### src/rtl/hazard_sched.sv
`default_nettype none
// ============================================================================
//  Module      : hazard_sched
//  Description : Pipeline hazard controller for the five-stage core. Drives
//                PC / PS1..PS4 enables and PS1/PS2 bubble clears, resolving
//                data-memory busy, halting syscall, branch mispredict and
//                load-use by fixed priority. Holds a RUN/DRAIN/HALT machine
//                and wrapping performance counters.
//  Revision    : 1.0 - initial release
// ============================================================================
module hazard_sched #(
  parameter int DRAIN_CYCLES = 2,
  parameter int CNT_W        = 32
) (
  input  logic             clk,
  input  logic             rst_n,
  input  logic [4:0]       id_rs,
  input  logic [4:0]       id_rt,
  input  logic             id_use_rs,
  input  logic             id_use_rt,
  input  logic             ex_r_datamem,
  input  logic             ex_w_en,
  input  logic [4:0]       ex_req_w,
  input  logic             mispredict,
  input  logic             syscall_halt,
  input  logic             dm_busy,
  input  logic             resume,
  output logic             pc_en,
  output logic             ps1_en,
  output logic             ps2_en,
  output logic             ps3_en,
  output logic             ps4_en,
  output logic             ps1_clear,
  output logic             ps2_clear,
  output logic             halted,
  output logic [CNT_W-1:0] cycle_cnt,
  output logic [CNT_W-1:0] load_use_cnt,
  output logic [CNT_W-1:0] flush_cnt,
  output logic [CNT_W-1:0] mem_stall_cnt
);

  typedef enum logic [1:0] {
    S_RUN   = 2'd0,
    S_DRAIN = 2'd1,
    S_HALT  = 2'd2
  } state_t;

  // The counter is loaded with one less than the drain length so that the
  // cycle seeing zero is the last drain cycle.
  localparam logic [3:0]       DRAIN_LOAD = 4'(DRAIN_CYCLES - 1);
  localparam logic [CNT_W-1:0] CNT_ONE    = CNT_W'(1);

  state_t           state_q, state_d;
  logic [3:0]       drain_q, drain_d;
  logic [CNT_W-1:0] cycle_cnt_q, cycle_cnt_d;
  logic [CNT_W-1:0] lu_cnt_q, lu_cnt_d;
  logic [CNT_W-1:0] flush_cnt_q, flush_cnt_d;
  logic [CNT_W-1:0] stall_cnt_q, stall_cnt_d;
  logic             lu;

  // Load in EX whose destination is a live source of the ID instruction.
  assign lu = ex_r_datamem & ex_w_en & (ex_req_w != 5'd0) &
              ((id_use_rs & (id_rs == ex_req_w)) |
               (id_use_rt & (id_rt == ex_req_w)));

  // Next-state, counter update and combinational control decode.
  always_comb begin
    state_d     = state_q;
    drain_d     = drain_q;
    lu_cnt_d    = lu_cnt_q;
    flush_cnt_d = flush_cnt_q;
    stall_cnt_d = stall_cnt_q;
    cycle_cnt_d = (state_q != S_HALT) ? cycle_cnt_q + CNT_ONE : cycle_cnt_q;
    pc_en       = 1'b0;
    ps1_en      = 1'b0;
    ps2_en      = 1'b0;
    ps3_en      = 1'b0;
    ps4_en      = 1'b0;
    ps1_clear   = 1'b0;
    ps2_clear   = 1'b0;
    halted      = 1'b0;

    case (state_q)
      S_RUN: begin
        if (dm_busy) begin
          // Whole pipe freezes while memory is busy.
          stall_cnt_d = stall_cnt_q + CNT_ONE;
        end else if (syscall_halt) begin
          // Syscall moves on to MEM; younger instructions are squashed.
          ps1_clear = 1'b1;
          ps2_clear = 1'b1;
          ps3_en    = 1'b1;
          ps4_en    = 1'b1;
          drain_d   = DRAIN_LOAD;
          state_d   = S_DRAIN;
        end else if (mispredict) begin
          // PC takes the corrected target; wrong-path work is squashed.
          pc_en       = 1'b1;
          ps1_clear   = 1'b1;
          ps2_clear   = 1'b1;
          ps3_en      = 1'b1;
          ps4_en      = 1'b1;
          flush_cnt_d = flush_cnt_q + CNT_ONE;
        end else if (lu) begin
          // Hold PC and IF/ID, push a bubble into EX.
          ps2_clear = 1'b1;
          ps3_en    = 1'b1;
          ps4_en    = 1'b1;
          lu_cnt_d  = lu_cnt_q + CNT_ONE;
        end else begin
          pc_en  = 1'b1;
          ps1_en = 1'b1;
          ps2_en = 1'b1;
          ps3_en = 1'b1;
          ps4_en = 1'b1;
        end
      end

      S_DRAIN: begin
        if (dm_busy) begin
          stall_cnt_d = stall_cnt_q + CNT_ONE;
        end else begin
          // Front end holds, back end retires the syscall.
          ps2_clear = 1'b1;
          ps3_en    = 1'b1;
          ps4_en    = 1'b1;
          if (drain_q == 4'd0) begin
            state_d = S_HALT;
          end else begin
            drain_d = drain_q - 4'd1;
          end
        end
      end

      S_HALT: begin
        halted = 1'b1;
        if (resume) begin
          state_d = S_RUN;
        end
      end

      default: begin
        state_d = S_RUN;
      end
    endcase

    // Outputs are quiet while reset is held.
    if (!rst_n) begin
      pc_en     = 1'b0;
      ps1_en    = 1'b0;
      ps2_en    = 1'b0;
      ps3_en    = 1'b0;
      ps4_en    = 1'b0;
      ps1_clear = 1'b0;
      ps2_clear = 1'b0;
      halted    = 1'b0;
    end
  end

  // State, drain counter and performance counters.
  always_ff @(posedge clk or negedge rst_n) begin
    if (!rst_n) begin
      state_q     <= S_RUN;
      drain_q     <= 4'd0;
      cycle_cnt_q <= '0;
      lu_cnt_q    <= '0;
      flush_cnt_q <= '0;
      stall_cnt_q <= '0;
    end else begin
      state_q     <= state_d;
      drain_q     <= drain_d;
      cycle_cnt_q <= cycle_cnt_d;
      lu_cnt_q    <= lu_cnt_d;
      flush_cnt_q <= flush_cnt_d;
      stall_cnt_q <= stall_cnt_d;
    end
  end

  assign cycle_cnt     = cycle_cnt_q;
  assign load_use_cnt  = lu_cnt_q;
  assign flush_cnt     = flush_cnt_q;
  assign mem_stall_cnt = stall_cnt_q;

endmodule
`default_nettype wire

### config.mk
export PLATFORM = sky130hd
export DESIGN_NAME = hazard_sched
export DESIGN_NICKNAME = d
export VERILOG_FILES = /design/src/rtl/hazard_sched.sv
export SDC_FILE = /design/constraint.sdc
export NUM_CORES = 1
export LEC_CHECK = 0
export ABC_AREA = 1
export CAP_MARGIN = 20
export CELL_PAD_IN_SITES_DETAIL_PLACEMENT = 1
export CELL_PAD_IN_SITES_GLOBAL_PLACEMENT = 2
export CORE_AREA = 2 2 144 217
export CTS_BUF_LIST = sky130_fd_sc_hd__clkbuf_8 sky130_fd_sc_hd__clkbuf_16
export CTS_CLUSTER_SIZE = 8
export DETAILED_ROUTE_END_ITERATION = 16
export DIE_AREA = 0 0 146 219
export PLACE_DENSITY_LB_ADDON = 0.1
export SYNTH_ARGS = -nofsm -noshare
export SYNTH_HDL_FRONTEND = slang
export SYNTH_SLANG_ARGS = --single-unit
### constraint.sdc
create_clock -name clk -period 1.55 [get_ports clk]
set_input_delay 0.155 -clock clk [delete_from_list [all_inputs] [get_ports clk]]
set_output_delay 0.155 -clock clk [all_outputs]
set_load 0.05 [all_outputs]
==> impl_metrics.py <==
metrics = {
    "status": {
        "status": "finished with violations",
        "violations": "setup timing",
    },
    "critical_path": {
        "worst_ep_required_time_ns": 1.39,
        "r2r_end": "mem_stall_cnt[25]$_DFFE_PN0P_",
        "r2r_cells": 8,
        "crit_path_start_kind": "flip-flop",
        "path_max_fanout": 3,
        "worstReg2RegStart": "state_q[1]$_DFFE_PN0P_",
        "worst_ep_arrival_time_ns": 1.63,
        "rrSetupSlack_ns": -0.20,
        "critPathCaptureType": "output pin",
        "path_class": "reg2out",
    },
    "sta": {
        "max_slew_margin_pct": 54.0,
        "finalSetupViolCount": 88,
        "slew_violations": 0,
        "finalClockSkew_ns": 0.0110,
        "period_share_pct": 115,
        "min_period_ns": 1.78,
        "tightest_slew_ns": 0.691,
        "fin_ws_ns": -0.230,
        "final-hold-violation-count": 0,
        "rsz0062_at_grt": "yes",
        "max_freq_ghz": 0.562,
    },
    "die": {
        "die_h_um": 219,
        "dieArea_sq_um": 32000,
        "initial_core_util_pct": 26.8,
        "ios": 161,
        "core_area_sq_um": 30100,
        "rows": 78,
        "die_width_um": 146,
    },
    "route": {
        "routed_wl_mm": 29.0,
        "drc": 0,
        "drt_pre_antenna_iters": 4,
        "drt_iter0_markers": 150,
        "wire_per_inst_um": 15.4,
        "ant_nets": 0,
        "num_vias": 8398,
        "vias_per_cell": 4.45,
    },
    "clock_network": {
        "clock_latency_ns": 0.44,
        "cts_num_sinks": 134,
        "cts_tree": "done",
        "clk_path_buf_depth": 2,
        "path_clk_slew_ns": 0.06,
        "htree_levels": 4,
        "cts_buffers": 17,
        "root_buffer": "clkbuf_16",
    },
    "synthesis": {
        "synth_cell_types": 35,
        "ys_seq_elements": 134,
        "synth-seq-area-share_pct": 41.7,
        "synth_area_sq_um": 8050,
        "synth_cells": 1087,
        "syn_avg_cell_area_sq_um": 7.40,
        "syn-num-nets": 1118,
        "yosysWarnings": 0,
    },
    "pwr": {
        "power_mw": 13.7,
        "vdd_drop_max_mv": 0.857,
        "p_leak_nw": 7.03,
        "p_per_area_nw_per_um2": 1000,
    },
    "placement": {
        "io_buffers": 160,
        "dp_cells": 1803,
        "placed_area_sq_um": 11600,
        "dp_hpwl_mm": 21.5,
        "place_congestion": 0.757,
        "dp_slack_ns": -0.460,
    },
    "worst_hold_path": {
        "min_from": "resume",
        "worstHoldPathType": "in2reg",
        "whs_endpoint": "state_q[1]$_DFFE_PN0P_",
        "hold_depth": 2,
    },
    "final_layout": {
        "n_antenna_cell": 0,
        "fin_area_sq_um": 13600,
        "final_nets": 1508,
        "syn2layout_area_growth_pct": 69.5,
        "fin_util_pct": 45.4,
        "drive_gt1_share_pct": 47.6,
        "fin_cells": 1889,
    },
    "run": {
        "drv_cap": 0,
    },
    "global_routing": {
        "grt_max_degree": 86,
        "grt_pass1_wl_mm": 45.1,
        "gr-total-overflow": 0,
        "track_usage_pct": 17.9,
        "antenna_found_initial": 0,
        "grt_pass1_vias": 8905,
    },
}
[worst max-delay path, cell delays in order (launching register included)]
cell,delay [ns]
dfrtp_2,0.44
inv_2,0.10
buf_6,0.10
buf_6,0.10
nand3_4,0.07
nor2_4,0.21
buf_12,0.17
[Yosys cell counts]
| master | n | area (sq um) |
|---|---|---|
| nand2_1 | 302 | 1130 |
| inv_1 | 184 | 691 |
| dfrtp_1 | 134 | 3350 |
| nor2_1 | 114 | 428 |
| nand3_1 | 83 | 415 |
| xor2_1 | 47 | 412 |
| nor3_1 | 43 | 215 |
| xnor2_1 | 38 | 333 |
| o21bai_1 | 30 | 225 |
| nand4_1 | 26 | 163 |
| o21ai_0 | 14 | 70.1 |
| nor2_2 | 8 | 50.1 |
| nand2_2 | 7 | 43.8 |
| nor2_4 | 7 | 78.8 |
| ha_1 | 6 | 75.1 |
| buf_2 | 5 | 25.0 |
| inv_2 | 5 | 18.8 |
| nor3_2 | 5 | 50.1 |
| buf_4 | 4 | 30.0 |
| o21ai_1 | 3 | 15.0 |
| a21oi_1 | 2 | 10.0 |
| and3_1 | 2 | 12.5 |
| nand2_4 | 2 | 22.5 |
| nand3b_1 | 2 | 15.0 |
| nor2_8 | 2 | 40.0 |
| nor4_1 | 2 | 12.5 |
| o22ai_1 | 2 | 12.5 |
| a31oi_1 | 1 | 6.26 |
| buf_6 | 1 | 11.3 |
| clkbuf_1 | 1 | 3.75 |
| nand3_4 | 1 | 17.5 |
| nand4_2 | 1 | 12.5 |
| nand4_4 | 1 | 21.3 |
| nor3_4 | 1 | 16.3 |
| or2_2 | 1 | 6.26 |
[power breakdown]
part / switching [mW] / internal [mW]
clock: 1.66 / 2.39
combinational: 3.06 / 2.16
sequential: 0.464 / 3.93
total: 5.18 / 8.48
[how the worst max path moves through the flow]
stage / cells after the start / end / slack, ns / from
final: 6 / ps2_en / -0.23 / state_q[0]$_DFFE_PN0P_
after global routing: 6 / ps2_en / -0.32 / state_q[0]$_DFFE_PN0P_
after CTS: 6 / ps2_en / -0.28 / state_q[1]$_DFFE_PN0P_
after detailed placement: 12 / load_use_cnt[14]$_DFFE_PN0P_ / -0.46 / ex_req_w[4]
after global placement: 11 / ps2_en / -0.40 / ex_req_w[3]
after floorplan: 10 / load_use_cnt[26]$_DFFE_PN0P_ / -0.20 / load_use_cnt[0]$_DFFE_PN0P_
[registers in the layout, indices dropped and copies added (netlist names)]
signal,cells
state_q,2
load_use_cnt,32
drain_q,4
flush_cnt,32
mem_stall_cnt,32
cycle_cnt,32
[cells by family after synthesis]
group | share of synthesized area (%)
AND/OR/NAND/NOR | 34.2
buffers and inverters | 9.69
flip-flops | 41.7
XOR/XNOR | 9.25
AO/OA/AOI/OAI | 4.21
adder cells (fa/ha/maj) | 0.933
[layout by cell type, fill, tap and decap left out, drive strengths merged, types with 2 or more instances in the layout]
cell,synthesis,layout
ha,6,6
nor2,131,131
and3,2,2
dlymetal6s2s,0,7
clkinv,0,5
nand2,311,311
clkinvlp,0,3
xnor2,38,38
nand3b,2,2
o21ai,17,17
nor3,49,49
o22ai,2,2
o21bai,30,30
xor2,47,47
inv,189,189
dlygate4sd2,0,2
nand3,84,84
a21oi,2,2
dfrtp,134,134
nor4,2,2
clkdlybuf4s50,0,14
clkbuf,1,26
nand4,28,28
buf,10,354
[layer usage]
metal	vias to the layer above	global-route usage, %	wire length (um)
li1	4151	-	-
met5	-	0	0
met4	0	4.92	337
met2	107	35.8	16900
met1	4116	18.9	11000
met3	24	3.31	766
[stage by stage]
stage / setup TNS (ns) / hold slack, ns
6_report: -9.92 / 0.330
2_1_floorplan: -2.06 / -0.141
3_5_place_dp: -26.61 / 0.307
5_1_grt: -19.40 / 0.326
3_3_place_gp: -24.39 / 0.298
4_1_cts: -7.36 / 0.303
[layout make-up]
type                            instances  area [sq um]
Timing Repair Buffer                  382          3350
Clock inverter                          9          76.3
Sequential cell                       134          3480
Multi-Input combinational cell        753          5000
Fill cell                            3677         16400
Tap cell                              400           500
Inverter                              189           732
Clock buffer                           22           494
[what timing repair did]
item | 4_1_cts | 5_1_grt
endpoints found under the hold margin | 134 | 0
gates resized for setup | 88 | 162
setup endpoints to repair | 84 | 119
pin swaps | 38 | 89
cloned | 1 | 6
buffers inserted | 16 | 34
hold buffers | 1 | 0
Note: power is estimated with default switching activity, not from simulation.
